==> src/rtl/div_pkg.sv <==
// Shared types and defaults for the restoring divider: FSM state codes and default width.
package div_pkg;

    localparam int DIV_W_DEFAULT = 8;

    // The state code is exported on `ready`, so the encoding is fixed rather than left to the tool.
    typedef enum logic [2:0] {
        IDLE = 3'b000,
        LOAD = 3'b001,
        CALC = 3'b010,
        DONE = 3'b100
    } div_state_t;

endpackage

==> src/rtl/divider_fsm_if.sv <==
// Request/result bundle for divider_fsm: the requester drives the master side, the divider the slave side.
interface divider_fsm_if
    import div_pkg::*;
#(
    parameter int W = DIV_W_DEFAULT
);
    logic         start;
    logic [W-1:0] dividend;
    logic [W-1:0] divisor;
    logic [2:0]   ready;
    logic [W-1:0] quotient;
    logic [W-1:0] remainder;
    logic         div_zero;

    modport master (
        output start, dividend, divisor,
        input  ready, quotient, remainder, div_zero
    );

    modport slave (
        input  start, dividend, divisor,
        output ready, quotient, remainder, div_zero
    );
endinterface

==> src/rtl/div_datapath.sv <==
// Restoring-division datapath: working remainder/quotient shift registers and the trial subtractor.
// With DIV_SIGNED_EN defined, operands are taken as magnitudes and the result signs are fixed on the way out.
module div_datapath
    import div_pkg::*;
#(
    parameter int W = DIV_W_DEFAULT
) (
    input  logic         clk,
    input  logic         rst,
    input  logic         load,
    input  logic         step,
    input  logic [W-1:0] dividend,
    input  logic [W-1:0] divisor,
    output logic [W-1:0] res_quot,
    output logic [W-1:0] res_rem
);
    logic [W-1:0] q_q, q_d;
    logic [W-1:0] rem_q, rem_d;
    logic [W-1:0] dvs_q, dvs_d;
    logic [W:0]   trial;
    logic [W-1:0] a_mag, b_mag;

`ifdef DIV_SIGNED_EN
    logic neg_a_q, neg_a_d;
    logic neg_b_q, neg_b_d;

    // The most-negative value maps onto itself, which reads correctly as an unsigned magnitude.
    assign a_mag = dividend[W-1] ? -dividend : dividend;
    assign b_mag = divisor[W-1]  ? -divisor  : divisor;
`else
    assign a_mag = dividend;
    assign b_mag = divisor;
`endif

    // NOTE: every variable written here gets a value before any branch, so no latch can be inferred.
    always_comb begin
        q_d   = q_q;
        rem_d = rem_q;
        dvs_d = dvs_q;
        trial = {rem_q, q_q[W-1]} - {1'b0, dvs_q};
`ifdef DIV_SIGNED_EN
        neg_a_d = neg_a_q;
        neg_b_d = neg_b_q;
`endif
        if (load) begin
            q_d   = a_mag;
            rem_d = '0;
            dvs_d = b_mag;
`ifdef DIV_SIGNED_EN
            neg_a_d = dividend[W-1];
            neg_b_d = divisor[W-1];
`endif
        end else if (step) begin
            if (!trial[W]) begin
                rem_d = trial[W-1:0];
                q_d   = {q_q[W-2:0], 1'b1};
            end else begin
                rem_d = {rem_q[W-2:0], q_q[W-1]};
                q_d   = {q_q[W-2:0], 1'b0};
            end
        end
    end

    // Results come from the next-state values so the final step lands in the output registers.
`ifdef DIV_SIGNED_EN
    assign res_quot = (neg_a_q ^ neg_b_q) ? -q_d : q_d;
    assign res_rem  = neg_a_q ? -rem_d : rem_d;
`else
    assign res_quot = q_d;
    assign res_rem  = rem_d;
`endif

    // NOTE: state registers use non-blocking assignments so every flop samples pre-edge values.
    always_ff @(posedge clk) begin
        if (rst) begin
            q_q   <= '0;
            rem_q <= '0;
            dvs_q <= '0;
`ifdef DIV_SIGNED_EN
            neg_a_q <= 1'b0;
            neg_b_q <= 1'b0;
`endif
        end else begin
            q_q   <= q_d;
            rem_q <= rem_d;
            dvs_q <= dvs_d;
`ifdef DIV_SIGNED_EN
            neg_a_q <= neg_a_d;
            neg_b_q <= neg_b_d;
`endif
        end
    end

endmodule

==> src/rtl/divider_fsm.sv <==
// Sequential restoring divider, one quotient bit per clock; exposes its state code on `ready`.
// Optional two's-complement mode via DIV_SIGNED_EN (implemented inside div_datapath).
module divider_fsm
    import div_pkg::*;
#(
    parameter int W = DIV_W_DEFAULT
) (
    input  logic           clk,
    input  logic           rst,
    divider_fsm_if.slave   bus
);
    localparam int CW = (W > 1) ? $clog2(W) : 1;

    div_state_t   state_q, state_d;
    logic [CW-1:0] cnt_q, cnt_d;
    logic [W-1:0] quot_q, quot_d;
    logic [W-1:0] rem_q, rem_d;
    logic         dz_q, dz_d;
    logic         load, step;
    logic [W-1:0] res_quot, res_rem;

    div_datapath #(.W(W)) u_datapath (
        .clk      (clk),
        .rst      (rst),
        .load     (load),
        .step     (step),
        .dividend (bus.dividend),
        .divisor  (bus.divisor),
        .res_quot (res_quot),
        .res_rem  (res_rem)
    );

    always_comb begin
        state_d = state_q;
        cnt_d   = cnt_q;
        quot_d  = quot_q;
        rem_d   = rem_q;
        dz_d    = dz_q;
        load    = 1'b0;
        step    = 1'b0;
        case (state_q)
            IDLE: if (bus.start) state_d = LOAD;
            LOAD: begin
                load  = 1'b1;
                cnt_d = CW'(W - 1);
                if (bus.divisor == '0) begin
                    quot_d  = '1;
                    rem_d   = bus.dividend;
                    dz_d    = 1'b1;
                    state_d = DONE;
                end else begin
                    dz_d    = 1'b0;
                    state_d = CALC;
                end
            end
            CALC: begin
                step = 1'b1;
                if (cnt_q == '0) begin
                    quot_d  = res_quot;
                    rem_d   = res_rem;
                    state_d = DONE;
                end else begin
                    cnt_d = cnt_q - CW'(1);
                end
            end
            DONE:    state_d = IDLE;
            default: state_d = IDLE;
        endcase
    end

    always_ff @(posedge clk) begin
        if (rst) begin
            state_q <= IDLE;
            cnt_q   <= '0;
            quot_q  <= '0;
            rem_q   <= '0;
            dz_q    <= 1'b0;
        end else begin
            state_q <= state_d;
            cnt_q   <= cnt_d;
            quot_q  <= quot_d;
            rem_q   <= rem_d;
            dz_q    <= dz_d;
        end
    end

    assign bus.ready     = state_q;
    assign bus.quotient  = quot_q;
    assign bus.remainder = rem_q;
    assign bus.div_zero  = dz_q;

endmodule

==> src/flat_wrapper.sv <==
// flat-port wrapper written by rule: the top's interface ports become plain ports
module divider_fsm_flat import div_pkg::*;
#(
    parameter int W = DIV_W_DEFAULT
)
  (clk, rst, bus_start, bus_dividend, bus_divisor, bus_ready, bus_quotient, bus_remainder, bus_div_zero);
  divider_fsm_if #(.W(W)) bus_i ();
  input  logic clk;
  input  logic rst;
  input wire logic [$bits(bus_i.start)-1:0] bus_start;
  input wire logic [$bits(bus_i.dividend)-1:0] bus_dividend;
  input wire logic [$bits(bus_i.divisor)-1:0] bus_divisor;
  output wire logic [$bits(bus_i.ready)-1:0] bus_ready;
  output wire logic [$bits(bus_i.quotient)-1:0] bus_quotient;
  output wire logic [$bits(bus_i.remainder)-1:0] bus_remainder;
  output wire logic [$bits(bus_i.div_zero)-1:0] bus_div_zero;
  assign bus_i.start = bus_start;
  assign bus_i.dividend = bus_dividend;
  assign bus_i.divisor = bus_divisor;
  assign bus_ready = bus_i.ready;
  assign bus_quotient = bus_i.quotient;
  assign bus_remainder = bus_i.remainder;
  assign bus_div_zero = bus_i.div_zero;
  divider_fsm #(.W(W)) u_core (.clk(clk), .rst(rst), .bus(bus_i));
endmodule
==> config.mk <==
export PLATFORM = sky130hd
export DESIGN_NAME = divider_fsm_flat
export DESIGN_NICKNAME = d
export VERILOG_FILES = /design/src/rtl/div_pkg.sv /design/src/rtl/divider_fsm_if.sv /design/src/rtl/div_datapath.sv /design/src/rtl/divider_fsm.sv /design/src/flat_wrapper.sv
export SDC_FILE = /design/constraint.sdc
export NUM_CORES = 1
export LEC_CHECK = 0
export BUFFER_PORTS_ARGS = -buffer_cell sky130_fd_sc_hd__buf_4
export CAP_MARGIN = 15
export CORE_MARGIN = 5
export CORE_UTILIZATION = 40
export DETAILED_ROUTE_END_ITERATION = 10
export MAX_ROUTING_LAYER = met4
export SETUP_SLACK_MARGIN = 0.2
export SKIP_CTS_REPAIR_TIMING = 1
export SYNTH_ARGS = -nofsm -noshare
export SYNTH_HDL_FRONTEND = slang
export SYNTH_SLANG_ARGS = --single-unit
==> constraint.sdc <==
create_clock -name clk -period 2.2 [get_ports clk]
set_input_delay 0.33 -clock clk [delete_from_list [all_inputs] [get_ports clk]]
set_output_delay 0.33 -clock clk [all_outputs]
set_load 0.01 [all_outputs]
==> summary.txt <==
Outcome
  • Outcome: finished with violations
  • Failing checks: negative setup slack

Layout
  • Commonest non-fill, non-tap cell in the layout: buf_4
  • Share of layout cells above drive strength 1: 0.302
  • Most frequent cells in the layout: 62 x buf_4, 45 x dfxtp_1, 39 x nand2_1, 28 x a21oi_1, 27 x nor2_1
  • Multi-input gate area: 1380 sq um
  • Nets: 370
  • Total inserted antenna cells: 0
  • Final core occ: 0.545
  • Area growth syn-to-layout: 30.3%
  • Final instance area: 3060 sq um
  • Area occupied by registers: 943 sq um
  • Fillers: 555

Power and ir drop
  • Max rail drop VDD: 438 uV
  • Total Power: 2120 uW
  • Pwr/cell area: 695 nW/um^2
  • P_leak: 0.00120 uW

Routing
  • Antenna Nets Post-Route: 0
  • Drt drc: 0
  • Drt pass-1 iters: 4
  • Via density: 5.33
  • Iter 0 DRT Violations: 118
  • Routed wire length: 6170 um
  • Routed via count: 2,201
  • Routed WL per cell: 14.9 um

Yosys
  • Synth Net Count: 315
  • YS warnings: 0
  • Synth unique cells: 49
  • FFs w/ async S/R, synth: 0
  • Flip-flop and latch count after synthesis: 47
  • Prevailing post-synth register cell: dfxtp_1
  • EDFF count, synth: 0
  • Post-synthesis sequential area ratio: 0.401
  • Syn Inst Count: 285
  • Synth Cell Area: 2340 sq um
  • Syn Area/Cell: 8.23 sq um

Critical path
  • CP required: 2.37 ns
  • Critical Path End Type: flip-flop
  • Crit path max fanout: 5
  • Worst EP arrival: 2.49 ns
  • Critical path class: reg -> reg
  • Critical path startpoint category: flip-flop

Global route
  • Largest net degree at the start of global routing: 46
  • Remaining Overflow, GRT: 0
  • Vias in the first global route: 2,044
  • Initial antenna violation count: 0
  • GRT Util Overall: 0.170
  • First-pass GRT wire length: 9830 um

Timing
  • Worst setup margin: -0.119 ns
  • Fin. Hold Viols: 0
  • Final setup viols: 11
  • Period utilization: 1.05
  • Hold Slack: 0.262 ns
  • Max-slew violations: 0
  • Worst slew pin tran: 0.751 ns
  • RSZ-0062 raised after global routing: true
  • Tmin final: 2.32 ns
  • Fmax: 0.431 GHz
  • Slew margin rel.: 0.497
  • Fin Clk Skew: 0.00717 ns

Placement
  • Pre-CTS setup slack: -0.178 ns
  • GPL Wtd Cong: 0.835
  • Dpl hpwl: 4450 um
  • Buffers on Ports: 38
  • Placed inst area: 2850 sq um

Clocking
  • Clk sinks: 47
  • H-tree level count: 2
  • TritonCTS buffer count: 5
  • Worst-Skew Late Latency: 0.30 ns
  • Reg clk slew, reported paths: 0.09 ns
  • CTS root buffer: clkbuf_8
  • Clk buf depth: 2
  • TritonCTS clock tree: yes

Die
  • Die Area: 7490 sq um
  • DIE HEIGHT: 86.6 um
  • Core Rows: 27
  • Initial Utilization: 0.418
  • Io pins: 39
  • Die W: 86.6 um
  • Core area: 5610 sq um

Hold path
  • Hold WC Path Type: in -> reg

Job
  • Max cap viols: 0
cells in the mapped netlist, types with 2 or more instances:
cell      count  area, sq um
nor2_1       28          105
inv_1        13         48.8
buf_6         2         22.5
clkbuf_1     10         37.5
dfxtp_1      47          941
o21ai_1       4         20.0
o21ai_0       7         35.0
a31oi_1       2         12.5
a211oi_1      3         22.5
and3_1        4         25.0
nor3b_2       2         25.0
a22oi_1       8         60.1
xor2_1        3         26.3
nor2b_1       2         12.5
a21oi_1      29          145
a221o_2       2         22.5
nor3_1       21          105
mux2i_1       3         30.0
ha_1         10          125
a21o_1        3         22.5
nand3_1       5         25.0
nand2_1      39          146
or3_1         2         12.5
nand2b_1      2         12.5
nor4_1        4         25.0
o22ai_1       6         37.5
xnor2_1       2         17.5
through the flow:
| step | std cells | TNS (ns) |
|---|---|---|
| 3_3_place_gp | 403 | -0.828 |
| 3_5_place_dp | 403 | -1.22 |
| 5_1_grt | 413 | -1.73 |
| 4_1_cts | 411 | -1.50 |
| 6_report | 413 | -0.630 |
| 2_1_floorplan | 285 | -0.310 |
worst paths after layout:
path / endpoint / start / cells past startpoint / slack, ns
worst min-delay path: u_core.bus.ready[0] / bus_start / 2 / 0.26
worst min register to register: u_core.u_datapath.dvs_q[5] / u_core.u_datapath.dvs_q[5] / 2 / 0.46
worst max register to register: u_core.bus.remainder[3] / u_core.u_datapath.q_q[7] / 10 / -0.12
worst max-delay path: u_core.bus.remainder[3] / u_core.u_datapath.q_q[7] / 10 / -0.12
cells by family after synthesis:
group | count (synthesis) | share of synthesized area
compound gates | 75 | 0.209
xor+xnor | 5 | 0.0187
fa+ha+maj | 11 | 0.0619
buf+inv | 28 | 0.0576
flops | 47 | 0.401
mux | 4 | 0.0192
simple gates | 115 | 0.232
sequential cells by signal, indices dropped and copies added, names as in the netlist:
register and count:
u_core.cnt_q 3, u_core.bus.ready 3, u_core.u_datapath.q_q 8, u_core.bus.quotient 8, u_core.u_datapath.dvs_q 8, u_core.u_datapath.rem_q 8, u_core.bus.remainder 8, u_core.bus.div_zero 1
report_power, final:
part | total, uW | internal, uW | leakage, uW | switching [uW]
logic | 552 | 255 | 0.000758 | 297
clock network | 643 | 339 | 0.0000581 | 304
registers | 930 | 897 | 0.000383 | 33.0
worst max-delay path, stage by stage, from the launching register on:
cell and delay [ns]:
dfxtp_2 0.34, inv_2 0.06, ha_4 0.12, inv_2 0.03, fa_2 0.36, a211oi_4 0.25
nor3_2 0.07, mux2_4 0.34, or2_4 0.31, mux2i_2 0.22, o22ai_1 0.10
final cells by class:
class                   count  area share
inverters                  13      0.0160
flip-flops and latches     47       0.309
multi-input cells         210       0.453
clock inverters             3      0.0143
clock buffers               5      0.0225
well taps                  72      0.0295
repair buffers             63       0.156
routing by layer:
metal,vias up,GRT usage,routed length [um]
met5,-,-,0
met4,0,0.0694,120
met3,8,0.0276,264
met2,54,0.244,2840
met1,1017,0.237,2940
li1,1122,-,-
Note: power is estimated with default switching activity, not from simulation.
